--- src/rtl/bcd_pkg.sv ---
// bcd_pkg: shared BCD digit type, constants and command encoding (also used by the display decoder)
package bcd_pkg;
  typedef logic [3:0] bcd_t;
  localparam bcd_t BCD_NINE = 4'd9;
  typedef enum logic [2:0] {CMD_NONE, CMD_UP1, CMD_UP2, CMD_DN2, CMD_DN1} cmd_e;
endpackage

--- src/rtl/bcd_score_counter_if.sv ---
// bcd_score_counter_if: command inputs and score/flag outputs of the score counter
// master: drives CLEAR/UP1/UP2/DOWN2/DOWN1, observes SCORE/ZERO/OVERFLOW/UNDERFLOW/COMBO
// slave:  the counter side of the same signals
interface bcd_score_counter_if #(parameter int DIGITS = 4);
  logic CLEAR, UP1, UP2, DOWN2, DOWN1;
  logic [4*DIGITS-1:0] SCORE;
  logic ZERO, OVERFLOW, UNDERFLOW, COMBO;
  modport master(output CLEAR, UP1, UP2, DOWN2, DOWN1,
                 input SCORE, ZERO, OVERFLOW, UNDERFLOW, COMBO);
  modport slave(input CLEAR, UP1, UP2, DOWN2, DOWN1,
                output SCORE, ZERO, OVERFLOW, UNDERFLOW, COMBO);
endinterface

--- src/rtl/bcd_digit_step.sv ---
// bcd_digit_step: one BCD digit add/subtract of 0..4 with carry/borrow out
// a_i: current digit, d_i: amount (delta on digit 0, carry/borrow on the rest)
// sub_i: subtract instead of add, q_o: result digit, c_o: carry (add) or borrow (sub)
module bcd_digit_step
  import bcd_pkg::*;
(
  input  bcd_t       a_i,
  input  logic [2:0] d_i,
  input  logic       sub_i,
  output bcd_t       q_o,
  output logic       c_o
);
  logic [4:0] sum, dif, sum_adj;
  logic       hi;
  assign sum     = {1'b0, a_i} + {2'b0, d_i};
  assign dif     = {1'b0, a_i} - {2'b0, d_i};
  assign sum_adj = sum - 5'd10;
  assign hi      = sum > 5'd9;
  assign c_o     = sub_i ? dif[4] : hi;
  // a negative difference wraps mod 16, adding 10 mod 16 lands on the right digit
  assign q_o     = sub_i ? (dif[4] ? dif[3:0] + 4'd10 : dif[3:0]) : (hi ? sum_adj[3:0] : sum[3:0]);
endmodule

--- src/rtl/bcd_score_counter.sv ---
// bcd_score_counter: DIGITS-wide BCD score register with +-1/+-2 commands and clamping
// CLOCK/RESET: clock and synchronous active-high reset
// bus (slave): CLEAR/UP1/UP2/DOWN2/DOWN1 in; SCORE/ZERO/OVERFLOW/UNDERFLOW/COMBO out
// BCD_SCORE_COMBO_EN: enables the up-streak counter that doubles up-deltas while COMBO=1
module bcd_score_counter
  import bcd_pkg::*;
#(
  parameter int DIGITS    = 4,
  parameter int COMBO_LEN = 4
) (
  input logic CLOCK,
  input logic RESET,
  bcd_score_counter_if.slave bus
);
  localparam int W = 4 * DIGITS;
  localparam logic [W-1:0] NINES = {DIGITS{BCD_NINE}};
  cmd_e            cmd;
  logic            up, dn, combo, ov_d, un_d;
  logic [2:0]      mag, delta;
  logic [W-1:0]    score_q, score_d, sum;
  logic [DIGITS-1:0] c;
  logic            zero_q, ov_q, un_q;
  always_comb begin
    cmd   = bus.UP2 ? CMD_UP2 : bus.UP1 ? CMD_UP1 : bus.DOWN2 ? CMD_DN2 : bus.DOWN1 ? CMD_DN1 : CMD_NONE;
    up    = !bus.CLEAR && (cmd == CMD_UP1 || cmd == CMD_UP2);
    dn    = !bus.CLEAR && (cmd == CMD_DN1 || cmd == CMD_DN2);
    mag   = (cmd == CMD_UP2 || cmd == CMD_DN2) ? 3'd2 : 3'd1;
    delta = (combo && up) ? mag << 1 : mag;
  end
  for (genvar g = 0; g < DIGITS; g++) begin : g_dig
    logic [2:0] d_in;
    if (g == 0) begin : g_lsd
      assign d_in = delta;
    end else begin : g_rip
      assign d_in = {2'b0, c[g-1]};
    end
    bcd_digit_step u_step (
      .a_i  (score_q[4*g+:4]),
      .d_i  (d_in),
      .sub_i(dn),
      .q_o  (sum[4*g+:4]),
      .c_o  (c[g])
    );
  end
  // a carry/borrow out of the top digit means the true result left 0..10^DIGITS-1
  always_comb begin
    ov_d    = up && c[DIGITS-1];
    un_d    = dn && c[DIGITS-1];
    score_d = bus.CLEAR ? '0 : ov_d ? NINES : un_d ? '0 : (up || dn) ? sum : score_q;
  end
  always_ff @(posedge CLOCK) begin
    if (RESET) begin
      score_q <= '0;
      zero_q  <= 1'b1;
      ov_q    <= 1'b0;
      un_q    <= 1'b0;
    end else begin
      score_q <= score_d;
      zero_q  <= score_d == '0;
      ov_q    <= ov_d;
      un_q    <= un_d;
    end
  end
`ifdef BCD_SCORE_COMBO_EN
  logic [3:0] streak_q, streak_d;
  logic       combo_q;
  always_comb streak_d = (bus.CLEAR || dn) ? 4'd0 : up ? (streak_q == 4'd15 ? 4'd15 : streak_q + 4'd1) : streak_q;
  always_ff @(posedge CLOCK) begin
    if (RESET) begin
      streak_q <= 4'd0;
      combo_q  <= 1'b0;
    end else begin
      streak_q <= streak_d;
      combo_q  <= streak_d >= 4'(COMBO_LEN);
    end
  end
  assign combo = combo_q;
`else
  logic unused_combo_len;
  assign unused_combo_len = COMBO_LEN > 0;
  assign combo            = 1'b0;
`endif
  assign bus.SCORE     = score_q;
  assign bus.ZERO      = zero_q;
  assign bus.OVERFLOW  = ov_q;
  assign bus.UNDERFLOW = un_q;
  assign bus.COMBO     = combo;
endmodule

--- src/flat_wrapper.sv ---
// flat-port wrapper written by rule: the top's interface ports become plain ports
module bcd_score_counter_flat import bcd_pkg::*;
#(
  parameter int DIGITS    = 4,
  parameter int COMBO_LEN = 4
)
  (CLOCK, RESET, bus_CLEAR, bus_UP1, bus_UP2, bus_DOWN2, bus_DOWN1, bus_SCORE, bus_ZERO, bus_OVERFLOW, bus_UNDERFLOW, bus_COMBO);
  bcd_score_counter_if #(.DIGITS(DIGITS)) bus_i ();
  input logic CLOCK;
  input logic RESET;
  input wire logic [$bits(bus_i.CLEAR)-1:0] bus_CLEAR;
  input wire logic [$bits(bus_i.UP1)-1:0] bus_UP1;
  input wire logic [$bits(bus_i.UP2)-1:0] bus_UP2;
  input wire logic [$bits(bus_i.DOWN2)-1:0] bus_DOWN2;
  input wire logic [$bits(bus_i.DOWN1)-1:0] bus_DOWN1;
  output wire logic [$bits(bus_i.SCORE)-1:0] bus_SCORE;
  output wire logic [$bits(bus_i.ZERO)-1:0] bus_ZERO;
  output wire logic [$bits(bus_i.OVERFLOW)-1:0] bus_OVERFLOW;
  output wire logic [$bits(bus_i.UNDERFLOW)-1:0] bus_UNDERFLOW;
  output wire logic [$bits(bus_i.COMBO)-1:0] bus_COMBO;
  assign bus_i.CLEAR = bus_CLEAR;
  assign bus_i.UP1 = bus_UP1;
  assign bus_i.UP2 = bus_UP2;
  assign bus_i.DOWN2 = bus_DOWN2;
  assign bus_i.DOWN1 = bus_DOWN1;
  assign bus_SCORE = bus_i.SCORE;
  assign bus_ZERO = bus_i.ZERO;
  assign bus_OVERFLOW = bus_i.OVERFLOW;
  assign bus_UNDERFLOW = bus_i.UNDERFLOW;
  assign bus_COMBO = bus_i.COMBO;
  bcd_score_counter #(.DIGITS(DIGITS), .COMBO_LEN(COMBO_LEN)) u_core (.CLOCK(CLOCK), .RESET(RESET), .bus(bus_i));
endmodule
--- config.mk ---
export PLATFORM = sky130hd
export DESIGN_NAME = bcd_score_counter_flat
export DESIGN_NICKNAME = d
export VERILOG_FILES = /design/src/rtl/bcd_pkg.sv /design/src/rtl/bcd_score_counter_if.sv /design/src/rtl/bcd_digit_step.sv /design/src/rtl/bcd_score_counter.sv /design/src/flat_wrapper.sv
export SDC_FILE = /design/constraint.sdc
export NUM_CORES = 1
export LEC_CHECK = 0
export CELL_PAD_IN_SITES_DETAIL_PLACEMENT = 2
export CELL_PAD_IN_SITES_GLOBAL_PLACEMENT = 2
export CORE_UTILIZATION = 36
export CTS_CLUSTER_DIAMETER = 80
export DETAILED_ROUTE_END_ITERATION = 8
export GPL_TIMING_DRIVEN = 0
export PLACE_DENSITY = 0.86
export SYNTH_ARGS = -nofsm -noshare
export SYNTH_HDL_FRONTEND = slang
export SYNTH_SLANG_ARGS = --single-unit
--- constraint.sdc ---
create_clock -name CLOCK -period 12.89 [get_ports CLOCK]
set_input_delay 1.289 -clock CLOCK [delete_from_list [all_inputs] [get_ports CLOCK]]
set_output_delay 1.289 -clock CLOCK [all_outputs]
set_load 0.005 [all_outputs]
==> metrics.txt <==
Critical Path Start Type input port; reg-to-reg endpoint u_core.bus.ZERO; area delta synth->final 15.1%; reg2reg start u_core.bus.SCORE[0]; flop2flop setup slack 5710 ps; Tmin final 8700 ps; gate count of the mapped netlist 317; post-synth top area cell dfxtp_1; Slew Viols, Final 0; Fin Setup TNS 0 ps; Leakage 1.16 nW; Post-Synth Simple-Gate Area 0.250; placer congestion estimate 0.802; share of cells above drive strength 1 0.140; Max Clk Rate 115 MHz; unrepaired setup endpoints after global routing no; critical path class input port to flop; total chip power 0.174 mW; pin count of the biggest net entering global routing 11; sequential share of power 0.372; Seq cells post-synth 19; combinational family with the most area after synthesis compound AO/OA/AOI/OAI gates; clock sink count 19; Reg2Reg Depth 29; Port Buf Inserts 23; crit path from bus_UP1; Initial Util 0.381; post-CTS setup buffers 0; Remaining Overflow, GRT 0; Worst Path Required 13040 ps; fin cells 421; Critical Path Max Stage Delay 580 ps; die width 84.6 um; XOR/XNOR Fraction of Synth Area 0.0677; status finished clean; most numerous cell on the critical path ha_1; Core Footprint 0.00646 mm^2; Vias per Instance 5.80; Worst-Skew Late Latency 260 ps; EDFF count, synth 0; Slew headroom 0.548; Placed Cells 417; Max stage delay cell, worst path a211oi_1; clock skew 1.73 ps; post-synthesis mux area share 0.0260; hold_buf cts 0; Hold WC Path Type flop to flop; Clock power frac 0.246; first-pass GRT wire length 13.5 mm; DRC 0; fin crit share 0.675; TritonCTS clock tree yes; most frequent cells in the layout inv_1, nand2_1, ha_1, clkdlybuf4s50_1; Synthesized Nets 349; Async SR Flop Fraction 0; clk buf depth 2; CTS clock-pin slew for the worst setup and hold paths 70 ps; routed vias 2440; Netlist cell types 75; HPWL Detailed 6.34 mm; H-Tree Depth 1; CP max FO 9; PD cells 61.5 mW/mm^2; Multi-input gate area 0.00183 mm^2; Critical Path Sink Type flop; Synth area leaders dfxtp_1, ha_1, xnor2_1; synthesized cell area 0.00246 mm^2; Internal 0.113 mW; FP Rows 29; synth warn 0; Worst Tran Pin Value 669 ps; sequential fraction of the synthesis area 0.155; First-pass DRT Iterations 6; final-report setup violation count 0; antenna-violating nets left 0; IO Pins 27; wire length per cell 19.1 um; Fin. Hold Viols 0; worst vdd ir 0.0403 mV; Total GRT Usage 0.237; cts repair resizes 0; net switching power 0.0608 mW; root buffer cell clkbuf_8; total CTS buffers 3; Max Cap Viol 0; Seq. cell area 380 um^2; vias in the first global route 2606; Synth Flop Type dfxtp_1; nets@finish 377; combinational group share of total power 0.382; Net Sw Frac 0.350; Worst Path Arrival 8850 ps; Synth Area in Compound Gates 0.265; Syn Area/Cell 7.76 um^2; die area 0.00716 mm^2; drt first-iter violations 96; ANT cells 0; Adder-Cell Fraction of Synth Area 0.133; fill count 762; Die H 84.6 um; share of the synthesized area in the top cell type 0.155; initial antenna violation count 0; critical path endpoint u_core.bus.ZERO; leading cell type in the layout, fill and taps excluded inv_1; Post-Route WL 8.04 mm
## cells in the mapped netlist, types with 4 or more instances
master	number
buf_6	6
o211ai_1	7
dfxtp_1	19
nor3_1	5
nor2b_1	7
nand3_1	9
o21ai_0	13
a21oi_1	16
clkbuf_1	4
inv_1	26
nor3b_1	5
and3_1	4
nand2b_1	9
a31oi_1	6
ha_1	23
buf_2	8
o221ai_1	4
nand2_1	23
o22a_1	4
xor2_1	5
xnor2_1	14
nor2_1	19
## power by group through the flow
stage          clock network (mW)  logic (mW)  registers, mW
6_report                   0.0428      0.0664         0.0647
4_1_cts                    0.0426      0.0667         0.0648
3_5_place_dp                    0      0.0661         0.0661
3_3_place_gp                    0      0.0632         0.0659
2_1_floorplan                   0      0.0453         0.0653
5_1_grt                    0.0459      0.0733         0.0652
## worst max-delay path: cells and delay by family
family	cells	cell delay [ps]
AO/OA/AOI/OAI	10	2450
adder cells (fa/ha/maj)	8	2390
buffers and inverters	7	1430
multiplexers	3	670
AND/OR/NAND/NOR	5	620
## routing by layer
metal	track usage	vias to the layer above	part of all wire
met3	0.0305	9	0.026
met2	0.421	36	0.49
met1	0.310	1202	0.48
met4	0.0431	0	0.0083
met5	0	-	0
li1	-	1193	-
## registers in the layout, indices dropped and copies added, names as in the netlist
name and count:
u_core.bus.SCORE 16, u_core.bus.OVERFLOW 1, u_core.bus.UNDERFLOW 1, u_core.bus.ZERO 1
## metrics by stage
stage	worst slack [ps]	util	cell area (um^2)	hold WS (ps)
2_1_floorplan	5540	-	2460	607
3_3_place_gp	4140	0.431	2790	640
3_5_place_dp	3890	0.431	2790	657
4_1_cts	4130	0.438	2830	675
5_1_grt	3660	0.438	2830	694
6_report	4190	0.438	2830	670
## layout make-up
class	instances	area share
buffer	22	0.0526
multi-input combinational	249	0.646
sequential	19	0.134
tap	77	0.0340
inverter	27	0.0358
clock buffer	4	0.0159
timing repair buffer	23	0.0813
## worst min-delay path by stage
stage                     slack [ps]  cells past startpoint              endpoint            startpoint
after CTS                        680                      2   u_core.bus.SCORE[8]   u_core.bus.SCORE[8]
final                            670                      2   u_core.bus.SCORE[8]   u_core.bus.SCORE[8]
after floorplan                  610                      4   u_core.bus.SCORE[0]   u_core.bus.SCORE[0]
after global placement           640                      2   u_core.bus.SCORE[8]   u_core.bus.SCORE[8]
after detailed placement         660                      2   u_core.bus.SCORE[8]   u_core.bus.SCORE[8]
after global routing             690                      2  u_core.bus.SCORE[12]  u_core.bus.SCORE[12]
## cells by family (layout without fill, tap and decap cells)
family / count (synthesis) / after routing
muxes: 6 / 6
xor gates and xnor gates: 19 / 19
other: 1 / 1
buffers and inverters: 49 / 76
and+or+nand+nor: 109 / 109
DFF: 19 / 19
adders and majority gates: 25 / 25
AOI/OAI and AO/OA: 89 / 89
Power figures use the tool's default switching activity.
